===== src/rtl/uart_cmd_dispatcher.sv =====
// Byte-stream command dispatcher: collects fixed-size frames, validates them, then
// writes a channel register or streams a channel register back out.
module uart_cmd_dispatcher #(
    parameter int unsigned FRAME_BYTES = 18,
    parameter int unsigned NUM_CH      = 4,
    parameter logic [7:0]  CMD_BASE    = 8'h41,
    parameter bit          CHK_EN      = 1'b0,
    parameter int unsigned TIMEOUT_CYC = 1_000_000
) (
    input  logic                                 clk,
    input  logic                                 reset,
    input  logic [7:0]                           rx_data,
    input  logic                                 rx_valid,
    output logic                                 rx_ready,
    output logic [7:0]                           tx_data,
    output logic                                 tx_valid,
    input  logic                                 tx_ready,
    output logic [NUM_CH*(FRAME_BYTES-2)*8-1:0]  ch_data,
    output logic [NUM_CH-1:0]                    ch_wstb,
    output logic                                 frame_ok,
    output logic [7:0]                           err_cnt,
    output logic                                 busy
);
    localparam int unsigned PB    = FRAME_BYTES - 2;
    localparam int unsigned PW    = PB * 8;
    localparam int unsigned CNT_W = $clog2(FRAME_BYTES + 1);

    typedef enum logic [2:0] {StIdle, StCollect, StCheck, StDispatch, StResp} state_t;

    state_t             state_q, state_d;
    logic [7:0]         cmd_q, term_q, chk_q, err_q;
    logic [PW-1:0]      payload_q, tx_sr_q, rd_word;
    logic [PW-1:0]      ch_q [NUM_CH];
    logic [CNT_W-1:0]   cnt_q, tx_cnt_q;
    logic [31:0]        to_q;
    logic               rx_fire, tx_fire, err_inc;
    logic               is_write, is_read, chk_ok, frame_good;
    logic [7:0]         rd_idx, wr_idx;

    // Frame decode; everything here is stable once the frame is collected.
    always_comb begin
        is_write   = (cmd_q >= CMD_BASE) && ({1'b0, cmd_q} < ({1'b0, CMD_BASE} + 9'(NUM_CH)));
        is_read    = ({1'b0, cmd_q} == ({1'b0, CMD_BASE} + 9'(NUM_CH)));
        wr_idx     = cmd_q - CMD_BASE;
        rd_idx     = payload_q[PW-1 -: 8];
        chk_ok     = !CHK_EN || (payload_q[7:0] == chk_q);
        frame_good = (term_q == cmd_q) && chk_ok &&
                     (is_write || (is_read && (rd_idx < 8'(NUM_CH))));
        rd_word    = '0;
        for (int i = 0; i < int'(NUM_CH); i++) begin
            if (rd_idx == 8'(i)) rd_word = ch_q[i];
        end
    end

    // Next-state logic and error-count requests.
    always_comb begin
        state_d = state_q;
        err_inc = 1'b0;
        unique case (state_q)
            StIdle: if (rx_fire) state_d = StCollect;
            StCollect: begin
                if (rx_fire && cnt_q == CNT_W'(FRAME_BYTES - 1)) begin
                    state_d = StCheck;
                end else if (!rx_fire && to_q == TIMEOUT_CYC - 1) begin
                    state_d = StIdle;
                    err_inc = 1'b1;
                end
            end
            StCheck: begin
                if (frame_good) begin
                    state_d = StDispatch;
                end else begin
                    state_d = StIdle;
                    err_inc = 1'b1;
                end
            end
            StDispatch: state_d = is_read ? StResp : StIdle;
            StResp: if (tx_fire && tx_cnt_q == CNT_W'(PB - 1)) state_d = StIdle;
            default: state_d = StIdle;
        endcase
    end

    // Outputs are decoded from the state register so reset clears them at once.
    always_comb begin
        rx_ready = (state_q == StIdle) || (state_q == StCollect);
        tx_valid = (state_q == StResp);
        tx_data  = tx_valid ? tx_sr_q[PW-1 -: 8] : 8'h00;
        frame_ok = (state_q == StDispatch);
        busy     = (state_q != StIdle);
        err_cnt  = err_q;
        rx_fire  = rx_valid && rx_ready;
        tx_fire  = tx_valid && tx_ready;
        ch_wstb  = '0;
        ch_data  = '0;
        for (int i = 0; i < int'(NUM_CH); i++) begin
            ch_wstb[i]             = frame_ok && is_write && (wr_idx == 8'(i));
            ch_data[i*PW +: PW]    = ch_q[i];
        end
    end

    // State, frame assembly, channel registers and transmit shifter.
    always_ff @(posedge clk or posedge reset) begin
        if (reset) begin
            state_q   <= StIdle;
            cmd_q     <= '0;
            term_q    <= '0;
            chk_q     <= '0;
            err_q     <= '0;
            payload_q <= '0;
            tx_sr_q   <= '0;
            cnt_q     <= '0;
            tx_cnt_q  <= '0;
            to_q      <= '0;
            for (int i = 0; i < int'(NUM_CH); i++) ch_q[i] <= '0;
        end else begin
            state_q <= state_d;
            if (err_inc && err_q != 8'hFF) err_q <= err_q + 8'd1;
            unique case (state_q)
                StIdle: begin
                    if (rx_fire) begin
                        cmd_q <= rx_data;
                        chk_q <= rx_data;
                        cnt_q <= CNT_W'(1);
                        to_q  <= '0;
                    end
                end
                StCollect: begin
                    if (rx_fire) begin
                        cnt_q <= cnt_q + CNT_W'(1);
                        to_q  <= '0;
                        // First payload byte ends up in the MS byte after PB shifts.
                        if (cnt_q <= CNT_W'(FRAME_BYTES - 2)) begin
                            payload_q <= {payload_q[PW-9:0], rx_data};
                        end
                        if (cnt_q <= CNT_W'(FRAME_BYTES - 3)) chk_q <= chk_q ^ rx_data;
                        if (cnt_q == CNT_W'(FRAME_BYTES - 1)) term_q <= rx_data;
                    end else begin
                        to_q <= to_q + 32'd1;
                    end
                end
                StDispatch: begin
                    for (int i = 0; i < int'(NUM_CH); i++) begin
                        if (is_write && wr_idx == 8'(i)) ch_q[i] <= payload_q;
                    end
                    if (is_read) begin
                        tx_sr_q  <= rd_word;
                        tx_cnt_q <= '0;
                    end
                end
                StResp: begin
                    if (tx_fire) begin
                        tx_sr_q  <= tx_sr_q << 8;
                        tx_cnt_q <= tx_cnt_q + CNT_W'(1);
                    end
                end
                default: ;
            endcase
        end
    end
endmodule


===== config.mk =====
export PLATFORM = sky130hd
export DESIGN_NAME = uart_cmd_dispatcher
export DESIGN_NICKNAME = d
export VERILOG_FILES = /design/src/rtl/uart_cmd_dispatcher.sv
export SDC_FILE = /design/constraint.sdc
export NUM_CORES = 2
export LEC_CHECK = 0
export CORE_UTILIZATION = 57
export CTS_CLUSTER_DIAMETER = 200
export DETAILED_ROUTE_END_ITERATION = 16
export GPL_TIMING_DRIVEN = 0
export PLACE_DENSITY = 0.89
export SLEW_MARGIN = 5
export SYNTH_ARGS = -nofsm -noshare
export SYNTH_HDL_FRONTEND = slang
export SYNTH_SLANG_ARGS = --single-unit

===== constraint.sdc =====
create_clock -name clk -period 84.4 [get_ports clk]
set_input_delay 12.66 -clock clk [delete_from_list [all_inputs] [get_ports clk]]
set_output_delay 12.66 -clock clk [all_outputs]
set_load 0.01 [all_outputs]

# Yosys cells after proc, flatten, opt, wreduce, memory -nomap -nowiden

Cells that the tools add are included.

Add/sub/neg operators: 5
Multiply operators: 0
Divide/modulo/power cells: 0
$lt $le $gt $ge: 4
Equal/unequal tests: 22
Shifts and indexed selects: 0
Mux-type cells: 28
Bitwise operators: 0
Reductions and logical operators: 38

Operators with widths:

| operator                | count |
|---|---|
| $mux W128               | 6 |
| $pmux W128 S2           | 1 |
| $mux W32                | 2 |
| $pmux W32 S2            | 1 |
| $add A32 B1 Y32 const B | 1 |
| $eq A32 B20 Y1 const B  | 1 |
| $eq A8 B2 Y1 const B    | 4 |
| $mux W5                 | 4 |
| $pmux W5 S2             | 2 |
| $logic_and A1 B1 Y1     | 18 |
| $eq A8 B1 Y1 const B    | 2 |
| $logic_not A8 Y1        | 2 |
| $mux W3                 | 5 |
| $pmux W3 S5             | 1 |
| $reduce_and A3 Y1       | 5 |
| $reduce_and A2 Y1       | 6 |
| $add A5 B1 Y5 const B   | 2 |
| $add A8 B1 Y8 const B   | 1 |
| $eq A8 B7 Y1 const B    | 1 |
| $eq A8 B8 Y1            | 1 |
| $ge A8 B7 Y1 const B    | 1 |
| $lt A8 B3 Y1 const B    | 1 |
| $lt A8 B7 Y1 const B    | 1 |
| $mux W8                 | 1 |
| 19 further kinds        | 27 |

Register bits after elaboration: 837
Bits in latches: 0
Memory bits (writable): 0
Memory bits (read-only): 0
Bits of input ports: 12
Output and inout port bits: 536
Logic and storage cells: 110
Memories kept: 0

# Longest topological paths before layout

Depth in word-level cells: 9
Mapped depth: 9
Depth with buffers taken out: 7

# Worst setup path after synthesis

OpenSTA, ideal clock, no wires.

Kind: register to output
Start: register cmd_q[4]
End: output ch_wstb[1]
Data arrival time: 1.678 ns
Required time: 71.740 ns
Setup slack: 70.062 ns
Cell stages (with the launch flop): 9
Buffers on the path: 2
Cell sequence: dfrtp_1 nor4b_2 nor2b_1 nand2_1 nor2_1 nand3b_1 buf_2 buf_2 inv_1

Word-level cells in the longest chain between the ends: 4
Elaborated cells on any way between the ends: 7
Those cells by class: add/sub (1); order compare (2); eq/ne (1); reduce/logical (3)

Ends and longest elaborated chain:

| item                                                                  | RTL line | source |
|---|---|---|
| start: declaration                                                    | 31       | `logic [7:0] cmd_q, term_q, chk_q, err_q;` |
| start signal: assignment                                              | 121      | `cmd_q <= rx_data;` |
| parallel branches: the longest is 3 deep, another holds $sub A8 B7 Y8 | --       |  |
| $logic_and A1 B1 Y1 (*)                                               | 96       | `ch_wstb[i] = frame_ok && is_write && (wr_idx == 8'(i));` |
| end: declaration                                                      | 19       | `output logic [NUM_CH-1:0] ch_wstb,` |

Every way passes the cells marked *.

# Worst setup path after layout

Start: register state_q[2]
End: output tx_data[7]

Word-level cells in the longest chain between the ends: 2

Ends and longest elaborated chain:

| item                     | RTL line | source |
|---|---|---|
| start: declaration       | 30       | `state_t state_q, state_d;` |
| start signal: assignment | 104      | `state_q <= StIdle;` |
| start signal: assignment | 116      | `state_q <= state_d;` |
| $eq A3 B3 Y1             | 86       | `tx_valid = (state_q == StResp);` |
| $mux W8                  | 87       | `tx_data = tx_valid ? tx_sr_q[PW-1 -: 8] : 8'h00;` |
| end: declaration         | 15       | `output logic [7:0] tx_data,` |

Every way passes these cells.

==> flow_metrics.env <==
export IMPL_status="finished clean"
export IMPL_via_per_inst=6.38
export IMPL_cts_sinks=837
export IMPL_postCtsHoldBufs=0
export IMPL_start_kind="register"
export IMPL_synth_seq_area_share_pct=58.1
export IMPL_clk_pin_slew_ns=0.06
export IMPL_drv_slew=0
export IMPL_critPathCaptureType="output pin"
export IMPL_cts_buffers=85
export IMPL_area_delta_synth_final_pct=26.8
export IMPL_timing_fmax_ghz=0.0615
export IMPL_slew_limit_headroom_pct=8.02
export IMPL_ios=548
export IMPL_hp_class="register to register"
export IMPL_finalHoldViolCount=0
export IMPL_cts_root_buf="clkbuf_16"
export IMPL_antenna_found_initial=2
export IMPL_drtIter0Drc=2742
export IMPL_cts_htree_levels=3
export IMPL_cts_tree="done"
export IMPL_ant_nets=0
export IMPL_insertion_delay_ns=0.65
export IMPL_synth_seq_cells=837
export IMPL_p_int_mw=0.760
export IMPL_synthFlopType="dfrtp_1"
export IMPL_grtUsageTotal_pct=37.4
export IMPL_dp_hpwl_mm=80.9
export IMPL_yosysUniqueCellTypes=55
export IMPL_arrival_ns=3.60
export IMPL_filler_cell_count=3746
export IMPL_synthCells=2790
export IMPL_clock_path_buffers=3
export IMPL_rows=91
export IMPL_ir_worst_vdd_uv=20.6
export IMPL_rsz0062_at_grt="no"
export IMPL_async_flop_share_pct=100
export IMPL_syn_num_nets=2809
export IMPL_nets=3450
export IMPL_crit_fanout=10
export IMPL_drive_gt1_share_pct=26.0
export IMPL_seqPwrFrac_pct=44.6
export IMPL_worstSetupPathType="register to output pin"
export IMPL_synth_top_area_cell="dfrtp_1"
export IMPL_cap_violations=0
export IMPL_final_setup_tns_ns=0
export IMPL_ys_top_cells_by_area="dfrtp_1 (58%), mux2_2 (17%), mux4_2 (7.5%), nand2_1 (5.7%), a22oi_1 (2.5%)"
export IMPL_finalSetupViolCount=0
export IMPL_yosysTopAreaCellShare_pct=58.1
export IMPL_met1_length_mm=42.4
export IMPL_top_layer="met5"
export IMPL_portBuffers=547
export IMPL_finClkSkew_ns=0.0288
export IMPL_die_y_microns=253
export IMPL_fin_util_pct=73.6
export IMPL_die_area_sq_um=64200
export IMPL_synth_edf_count=0
export IMPL_p_sw_share_pct=33.1
export IMPL_power_frac_comb_pct=19.9
export IMPL_power_leakage_nw=20.9
export IMPL_p_clk_share_pct=35.4
export IMPL_start_util_pct=58.1
export IMPL_power_mw=1.13
export IMPL_ys_warn_count=0
export IMPL_route_met2_wl_mm=57.5
export IMPL_post_cts_resized=0
export IMPL_wl_per_cell_microns=27.7
export IMPL_wirelength_mm=120
export IMPL_grt_pass1_vias=27900
export IMPL_post_cts_buffers=0
export IMPL_drc_errors=0
export IMPL_dp_cells=4181
export IMPL_min_period_over_period_pct=19.3
export IMPL_worst_pin_slew_ns=1.38
export IMPL_period_needed_ns=16.26
export IMPL_fin_cells=4328
export IMPL_synthTopCellsByCount="dfrtp_1 (837), nand2_1 (547), mux2_2 (530), o21ai_0 (149)"
export IMPL_avgSynthCellArea_sq_um=12.9
export IMPL_place_congestion=0.937
export IMPL_firstDrtPassIters=6
export IMPL_synth_most_common_cell="dfrtp_1"
export IMPL_coreArea_sq_um=62100
export IMPL_switchingPower_mw=0.375
export IMPL_grt_pass1_wl_mm=178
export IMPL_grt_max_degree=128
export IMPL_dr_total_vias=27600
export IMPL_power_per_cell_area_nw_per_um2=24.8
export IMPL_wl_met3_mm=13.0
export IMPL_worstPathRequired_ns=71.74
export IMPL_synth_cell_area_sq_um=36000
export IMPL_globalRoute_totalOverflow=0
export IMPL_die_w_microns=253
## metal layers
layer	track usage (%)	vias to the layer above
met2	59.0	1825
met1	47.1	14100
met3	10.6	454
met4	20.0	6
met5	0	-
li1	-	11200
## cells in the final DEF (no fill, tap or decap), drive strengths merged, types with 16 or more instances in the layout
master         instances
a22oi                120
clkbuf               191
mux2                 530
nand2                548
dfrtp                837
a21oi                 31
nand3                 27
o21ai                182
nand4                 16
clkdlybuf4s50        547
nor2                  55
mux4                 120
buf                  115
## registers in the layout, summed over array words and instances, names as in the netlist
signal,count
ch_data,512
payload_q,128
tx_sr_q,128
to_q,32
cmd_q,8
err_cnt,8
term_q,8
cnt_q,5
tx_cnt_q,5
state_q,3
## worst max-delay path, stage by stage, from the launching register on
cell	delay [ns]
dfrtp_1	0.48
nor3b_1	0.22
buf_2	0.35
clkbuf_1	0.55
clkbuf_1	0.50
and2_1	0.20
clkdlybuf4s50_1	0.66
## stage by stage
stage	hold WS, ns	area, sq um	setup WS, ns
6_report	0.483	45700	68.14
5_1_grt	0.504	45700	67.90
4_1_cts	0.485	45700	68.08
3_5_place_dp	0.471	42800	68.75
3_3_place_gp	0.460	42600	39.49
2_1_floorplan	0.442	36000	48.23
## kinds of logic (layout without fill, tap and decap cells)
kind of cell	after synthesis	after routing	synth area share, %
flops	837	837	58.1
simple gates	709	709	8.22
mux	652	652	24.1
compound gates	371	371	6.26
buf+inv	198	898	2.65
xor+xnor	16	16	0.389
fa+ha+maj	7	7	0.243
other cells	0	1	0
## area by class of cell
class,count,area [sq um],share of cell area (%)
Inverter,9,41.3,0.0904
Tap cell,837,1050,2.29
Timing Repair Buffer,554,5670,12.4
Clock inverter,36,589,1.29
Multi-Input combinational cell,1755,14100,30.9
Antenna cell,1,2.50,0.00548
Clock buffer,110,2330,5.10
Sequential cell,837,20900,45.8
Buffer,189,920,2.01
## path summary, 6_finish.rpt
kind / slack [ns] / to / depth (start not counted) / startpoint
setup / recovery: 68.14 / tx_data[7] / 6 / state_q[2]
min in group asynchronous: 12.59 / to_q[10] / 2 / reset
hold reg to reg: 0.48 / tx_sr_q[122] / 2 / tx_sr_q[122]
setup reg to reg: 80.87 / tx_sr_q[0] / 6 / payload_q[120]
max in group asynchronous: 69.94 / ch_data[191] / 5 / reset
hold / removal: 0.48 / tx_sr_q[122] / 2 / tx_sr_q[122]
## power groups by stage
stage / registers (mW) / clock network [mW] / logic [mW]
global placement: 0.505 / 0 / 0.211
CTS: 0.502 / 0.402 / 0.222
floorplan: 0.477 / 0 / 0.159
finish: 0.507 / 0.402 / 0.226
detailed placement: 0.506 / 0 / 0.219
global route: 0.509 / 0.418 / 0.241
No activity file was read; power rests on OpenSTA's default activity.
